### config.mk
export PLATFORM = sky130hd
export DESIGN_NAME = hazard_scoreboard_unit
export DESIGN_NICKNAME = d
export VERILOG_FILES = /design/src/rtl/hazard_pkg.sv /design/src/rtl/sat_counter.sv /design/src/rtl/hazard_scoreboard_unit.sv
export SDC_FILE = /design/constraint.sdc
export NUM_CORES = 1
export LEC_CHECK = 0
export ABC_AREA = 0
export BUFFER_PORTS_ARGS = -buffer_cell sky130_fd_sc_hd__buf_2
export CORE_UTILIZATION = 28
export CTS_CLUSTER_SIZE = 8
export DETAILED_ROUTE_END_ITERATION = 8
export SLEW_MARGIN = 0
export SYNTH_ARGS = -nofsm -noshare
export SYNTH_HDL_FRONTEND = slang
export SYNTH_SLANG_ARGS = --single-unit
### constraint.sdc
create_clock -name clk -period 2.87 [get_ports clk]
set_clock_uncertainty 0.2 [all_clocks]
set_input_delay 0.1435 -clock clk [delete_from_list [all_inputs] [get_ports clk]]
set_output_delay 0.1435 -clock clk [all_outputs]
set_load 0.01 [all_outputs]
### src/rtl/hazard_pkg.sv
// Shared constants and helpers for the hazard/forwarding logic.
package hazard_pkg;

  localparam int unsigned FWD_NONE       = 0;
  localparam int unsigned FWD_STAGE_BASE = 1;
  localparam int unsigned REG_ZERO       = 0;

  function automatic int unsigned sel_width(input int unsigned num_fwd);
    return (num_fwd + 1 <= 2) ? 1 : $clog2(num_fwd + 1);
  endfunction

endpackage

### src/rtl/sat_counter.sv
// Saturating up-counter with synchronous clear; clear has priority over increment.
module sat_counter #(
  parameter int unsigned WIDTH = 32
) (
  input  logic             clk,
  input  logic             rst,
  input  logic             clr,
  input  logic             inc,
  output logic [WIDTH-1:0] count
);

  logic [WIDTH-1:0] count_q;
  logic [WIDTH-1:0] count_d;

  always_comb begin
    count_d = count_q;
    if (clr) begin
      count_d = '0;
    end else if (inc && (count_q != '1)) begin
      count_d = count_q + WIDTH'(1);
    end
  end

  always_ff @(posedge clk or posedge rst) begin
    if (rst) begin
      count_q <= '0;
    end else begin
      count_q <= count_d;
    end
  end

  assign count = count_q;

endmodule

### src/rtl/hazard_scoreboard_unit.sv
// Operand forwarding selects, long-latency register scoreboard and ID-stage
// stall generation with a saturating stall-cycle counter.
module hazard_scoreboard_unit
  import hazard_pkg::*;
#(
  parameter  int unsigned NUM_REGS = 32,
  parameter  int unsigned NUM_SRC  = 2,
  parameter  int unsigned NUM_FWD  = 2,
  parameter  int unsigned CNT_W    = 32,
  localparam int unsigned REG_W    = $clog2(NUM_REGS),
  localparam int unsigned SEL_W    = sel_width(NUM_FWD)
) (
  input  logic                     clk,
  input  logic                     rst,
  input  logic [NUM_SRC*REG_W-1:0] ex_rs,
  input  logic [NUM_FWD*REG_W-1:0] fwd_rd,
  input  logic [NUM_FWD-1:0]       fwd_regwrite,
  output logic [NUM_SRC*SEL_W-1:0] fwd_sel,
  input  logic [NUM_SRC*REG_W-1:0] id_rs,
  input  logic [NUM_SRC-1:0]       id_rs_used,
  input  logic [REG_W-1:0]         ex_rd,
  input  logic                     ex_mem_read,
  input  logic                     mc_issue,
  input  logic [REG_W-1:0]         mc_rd,
  input  logic                     mc_wb,
  input  logic [REG_W-1:0]         mc_wb_rd,
  input  logic                     clr_cnt,
  output logic                     stall,
  output logic [NUM_REGS-1:0]      busy,
  output logic [CNT_W-1:0]         stall_cnt
);

  logic [NUM_REGS-1:0] busy_q;
  logic [NUM_REGS-1:0] busy_d;
  logic [NUM_FWD-1:0]  fwd_hit [NUM_SRC];
  logic [NUM_SRC-1:0]  load_use_vec;
  logic [NUM_SRC-1:0]  raw_vec;
  logic                waw_hazard;
  logic                issue_eff;

  for (genvar i = 0; i < NUM_SRC; i++) begin : g_src
    logic [REG_W-1:0] ex_src;
    logic [REG_W-1:0] id_src;
    logic [SEL_W-1:0] sel;
    logic             found;

    assign ex_src = ex_rs[i*REG_W +: REG_W];
    assign id_src = id_rs[i*REG_W +: REG_W];

    for (genvar k = 0; k < NUM_FWD; k++) begin : g_fwd
      logic [REG_W-1:0] stage_rd;
      assign stage_rd      = fwd_rd[k*REG_W +: REG_W];
      assign fwd_hit[i][k] = fwd_regwrite[k] && (stage_rd != REG_W'(REG_ZERO)) &&
                             (stage_rd == ex_src);
    end

    // Lowest-numbered (youngest) matching stage wins.
    always_comb begin
      sel   = SEL_W'(FWD_NONE);
      found = 1'b0;
      for (int unsigned k = 0; k < NUM_FWD; k++) begin
        if (!found && fwd_hit[i][k]) begin
          found = 1'b1;
          sel   = SEL_W'(k + FWD_STAGE_BASE);
        end
      end
    end

    assign fwd_sel[i*SEL_W +: SEL_W] = sel;
    assign load_use_vec[i] = ex_mem_read && (ex_rd != REG_W'(REG_ZERO)) &&
                             id_rs_used[i] && (id_src == ex_rd);
    assign raw_vec[i]      = id_rs_used[i] && busy_q[id_src];
  end

  assign waw_hazard = mc_issue && busy_q[mc_rd];
  assign stall      = (|load_use_vec) || (|raw_vec) || waw_hazard;
  assign issue_eff  = mc_issue && !stall && (mc_rd != REG_W'(REG_ZERO));

  // Issue is applied after writeback so a same-register set wins over the clear.
  always_comb begin
    busy_d = busy_q;
    if (mc_wb) begin
      busy_d[mc_wb_rd] = 1'b0;
    end
    if (issue_eff) begin
      busy_d[mc_rd] = 1'b1;
    end
    busy_d[REG_ZERO] = 1'b0;
  end

  always_ff @(posedge clk or posedge rst) begin
    if (rst) begin
      busy_q <= '0;
    end else begin
      busy_q <= busy_d;
    end
  end

  assign busy = busy_q;

  sat_counter #(
    .WIDTH(CNT_W)
  ) u_stall_cnt (
    .clk   (clk),
    .rst   (rst),
    .clr   (clr_cnt),
    .inc   (stall),
    .count (stall_cnt)
  );

endmodule

==> results.sh <==
export IMPL_crit_buf_inv=1
export IMPL_gr_total_overflow=0
export IMPL_clock_path_buffers=2
export IMPL_worst_slew_pin_slew_ps=742
export IMPL_critPathTopFamily="simple AND/OR/NAND/NOR gates"
export IMPL_worstSkewPairLatency_ps=330
export IMPL_clock_fmax_ghz=0.333
export IMPL_syn_avg_cell_area_sq_um=9.24
export IMPL_antenna_found_initial=0
export IMPL_cts_tree="built"
export IMPL_ys_seq_area_share_pct=36.4
export IMPL_maxCapViolCount=0
export IMPL_yosys_area_top_type_share_pct=36.4
export IMPL_stdcell_count=844
export IMPL_crit_path_max_fanout=8
export IMPL_synth_top_cell_by_area="dfrtp_1"
export IMPL_grt_max_degree=35
export IMPL_synth_area_leaders="dfrtp_1 (36%), o21ai_0 (8.0%), mux2i_1 (5.3%)"
export IMPL_cp_end_kind="flip-flop"
export IMPL_syn_to_final_growth_pct=45.8
export IMPL_syn_num_nets=525
export IMPL_port_buffers=122
export IMPL_required_ps=2910
export IMPL_first_global_vias=4567
export IMPL_firstDrtPassIters=4
export IMPL_via_per_inst=5.49
export IMPL_irDropWorstVdd_mv=0.331
export IMPL_clk_pin_slew_ps=50
export IMPL_numCtsBuffers=9
export IMPL_criticalPathCategory="flip-flop to flip-flop"
export IMPL_async_flop_share_pct=100
export IMPL_grt_usage_pct=18.4
export IMPL_die_h_um=126
export IMPL_finalHoldViolCount=0
export IMPL_setup_ws_ps=-135
export IMPL_whs_ps=60.7
export IMPL_initial_core_util_pct=28.6
export IMPL_yosysMostFrequentCell="o21ai_0"
export IMPL_slowest_delay_ps=480
export IMPL_cts_max_level=3
export IMPL_rsz0062_at_grt="true"
export IMPL_synthDistinctLibCells=53
export IMPL_ys_flop_type="dfrtp_1"
export IMPL_ant_nets=0
export IMPL_dp_hpwl_um=10700
export IMPL_outcome="complete, but fails checks"
export IMPL_drive_above_1_share_pct=42.4
export IMPL_violations="setup timing"
export IMPL_ios=124
export IMPL_nets=707
export IMPL_antenna_cells=0
export IMPL_hold_class="input port to flip-flop"
export IMPL_synth_edff_count=0
export IMPL_cp_cell_sequence="mux2i_1 -> mux4_2 -> a22oi_1 -> o31a_1 -> a2111oi_4 -> or2_4 -> buf_12 -> or4_4 -> a21oi_2"
export IMPL_dp_cells=807
export IMPL_layout_min_cycle_time_ps=3000
export IMPL_dieArea_sq_mm=0.0160
export IMPL_route_detailed_drc=0
export IMPL_place_ws_ps=-159
export IMPL_synthTopCellsByCount="o21ai_0 (69), dfrtp_1 (63), mux2i_1 (23), nand3_1 (23)"
export IMPL_setup_viol_count_final=20
export IMPL_grt_pass1_wl_um=23400
export IMPL_gp_congestion=0.871
export IMPL_period_share_pct=105
export IMPL_vias=4637
export IMPL_rows=45
export IMPL_cp_arrival_ps=3050
export IMPL_wirelength_um=15000
export IMPL_syn_inst=469
export IMPL_startpoint_type="flip-flop"
export IMPL_p_leak_nw=2.79
export IMPL_yosys_register_bits=63
export IMPL_drv_slew=0
export IMPL_cts_sinks=63
export IMPL_fp_coreArea_sq_mm=0.0151
export IMPL_drtIter0Drc=218
export IMPL_yosys_warnings=0
export IMPL_die_w_um=126
export IMPL_slew_limit_headroom_pct=50.5
export IMPL_synth_cell_area_sq_mm=0.00433
export IMPL_powerDensity_mw_per_mm2=527
export IMPL_clock_root_buffer="clkbuf_16"
export IMPL_cp_slowest_cell="or4_4"
export IMPL_wl_per_cell_um=17.8
==> registers in the layout (all words and copies together) (netlist names) <==
name,count
busy,31
u_stall_cnt.count,32
==> report_power, final <==
group | leakage, nW | switching (mW) | internal (mW)
sequential | 0.846 | 0.155 | 0.994
combinational | 1.79 | 0.500 | 0.550
clock | 0.156 | 0.386 | 0.740
==> metal layers <==
metal | vias to the layer above | share of wire, % | GRT usage, %
met1 | 2295 | 43 | 23.5
met3 | 18 | 7.0 | 4.26
li1 | 2118 | - | -
met4 | 0 | 1.1 | 4.04
met2 | 206 | 49 | 31.5
met5 | - | 0 | 0
==> kinds of logic (layout without fill, tap and decap cells) <==
kind of cell    count (synthesis)  count (layout)  share of synthesized area (%)
fa+ha+maj                       1               1                          0.289
mux                            43              43                           13.1
flops                          63              63                           36.4
compound gates                119             119                           15.4
simple gates                  167             167                           22.4
xor+xnor                       42              42                           8.49
other cells                     1               1                         0.0866
buf+inv                        33             220                           3.78
==> cell usage in the layout, fill, tap and decap left out, drive strengths merged, types with 2 or more instances in the layout <==
cell and instances:
mux2 10, nand4 5, xor2 22, nor2b 6, nor4 11, o21ai 76, and4 2, nand2b 3
or2 3, nand3b 10, o22a 2, nor3b 4, inv 8, mux2i 23, buf 194, and3 4
o31ai 7, or4 12, and3b 2, a2111oi 2, nand2 22, or3 17, nor3 13, a22oi 2
dfrtp 63, clkbuf 14, o22ai 7, nand3 23, a21oi 18, nor2 21, or3b 6, mux4 10
clkinv 2, xnor2 20
==> final timing paths <==
kind / from / to / slack, ps / cells past startpoint
max: busy[6]$_DFF_PP0_ / u_stall_cnt.count[29]$_DFFE_PP0P_ / -130 / 9
max in group asynchronous: rst / busy[7]$_DFF_PP0_ / 1410 / 4
min in group asynchronous: rst / u_stall_cnt.count[8]$_DFFE_PP0P_ / 300 / 3
max reg2reg: busy[6]$_DFF_PP0_ / u_stall_cnt.count[29]$_DFFE_PP0P_ / -130 / 9
min: mc_rd[4] / busy[28]$_DFF_PP0_ / 60 / 3
min reg2reg: u_stall_cnt.count[27]$_DFFE_PP0P_ / u_stall_cnt.count[27]$_DFFE_PP0P_ / 360 / 2
==> layout make-up <==
cell class / instances / area [sq um]
repair buffers: 196 / 1310
multi-input cells: 373 / 2840
well taps: 188 / 235
inverters: 8 / 32.5
clock inverters: 3 / 40.0
flip-flops and latches: 63 / 1580
clock buffers: 13 / 270
fillers: 1483 / 8830
==> repair_timing <==
action / in CTS / in global routing
endpoints found under the setup margin: 9 / 64
endpoints found under the hold margin: 32 / 0
setup buffers: 11 / 6
hold buffers: 1 / 0
gates cloned: 2 / 1
resized for setup: 21 / 58
pin swaps: 26 / 32
==> worst min-delay path, cell delays in order <==
cell	delay [ps]
buf_2	130
nand3_1	160
o21ai_1	100
==> metrics by stage <==
stage	power (mW)	util (%)	instance area, sq um	setup TNS [ps]
after floorplan	1.56	-	4330	0
after global placement	1.97	36.3	5490	-436
after detailed placement	2.00	36.3	5490	-963
after CTS	3.25	39.9	6040	-1800
after global routing	3.48	41.7	6310	-4270
final	3.33	41.7	6310	-726
(Power assumes the default switching activity.)
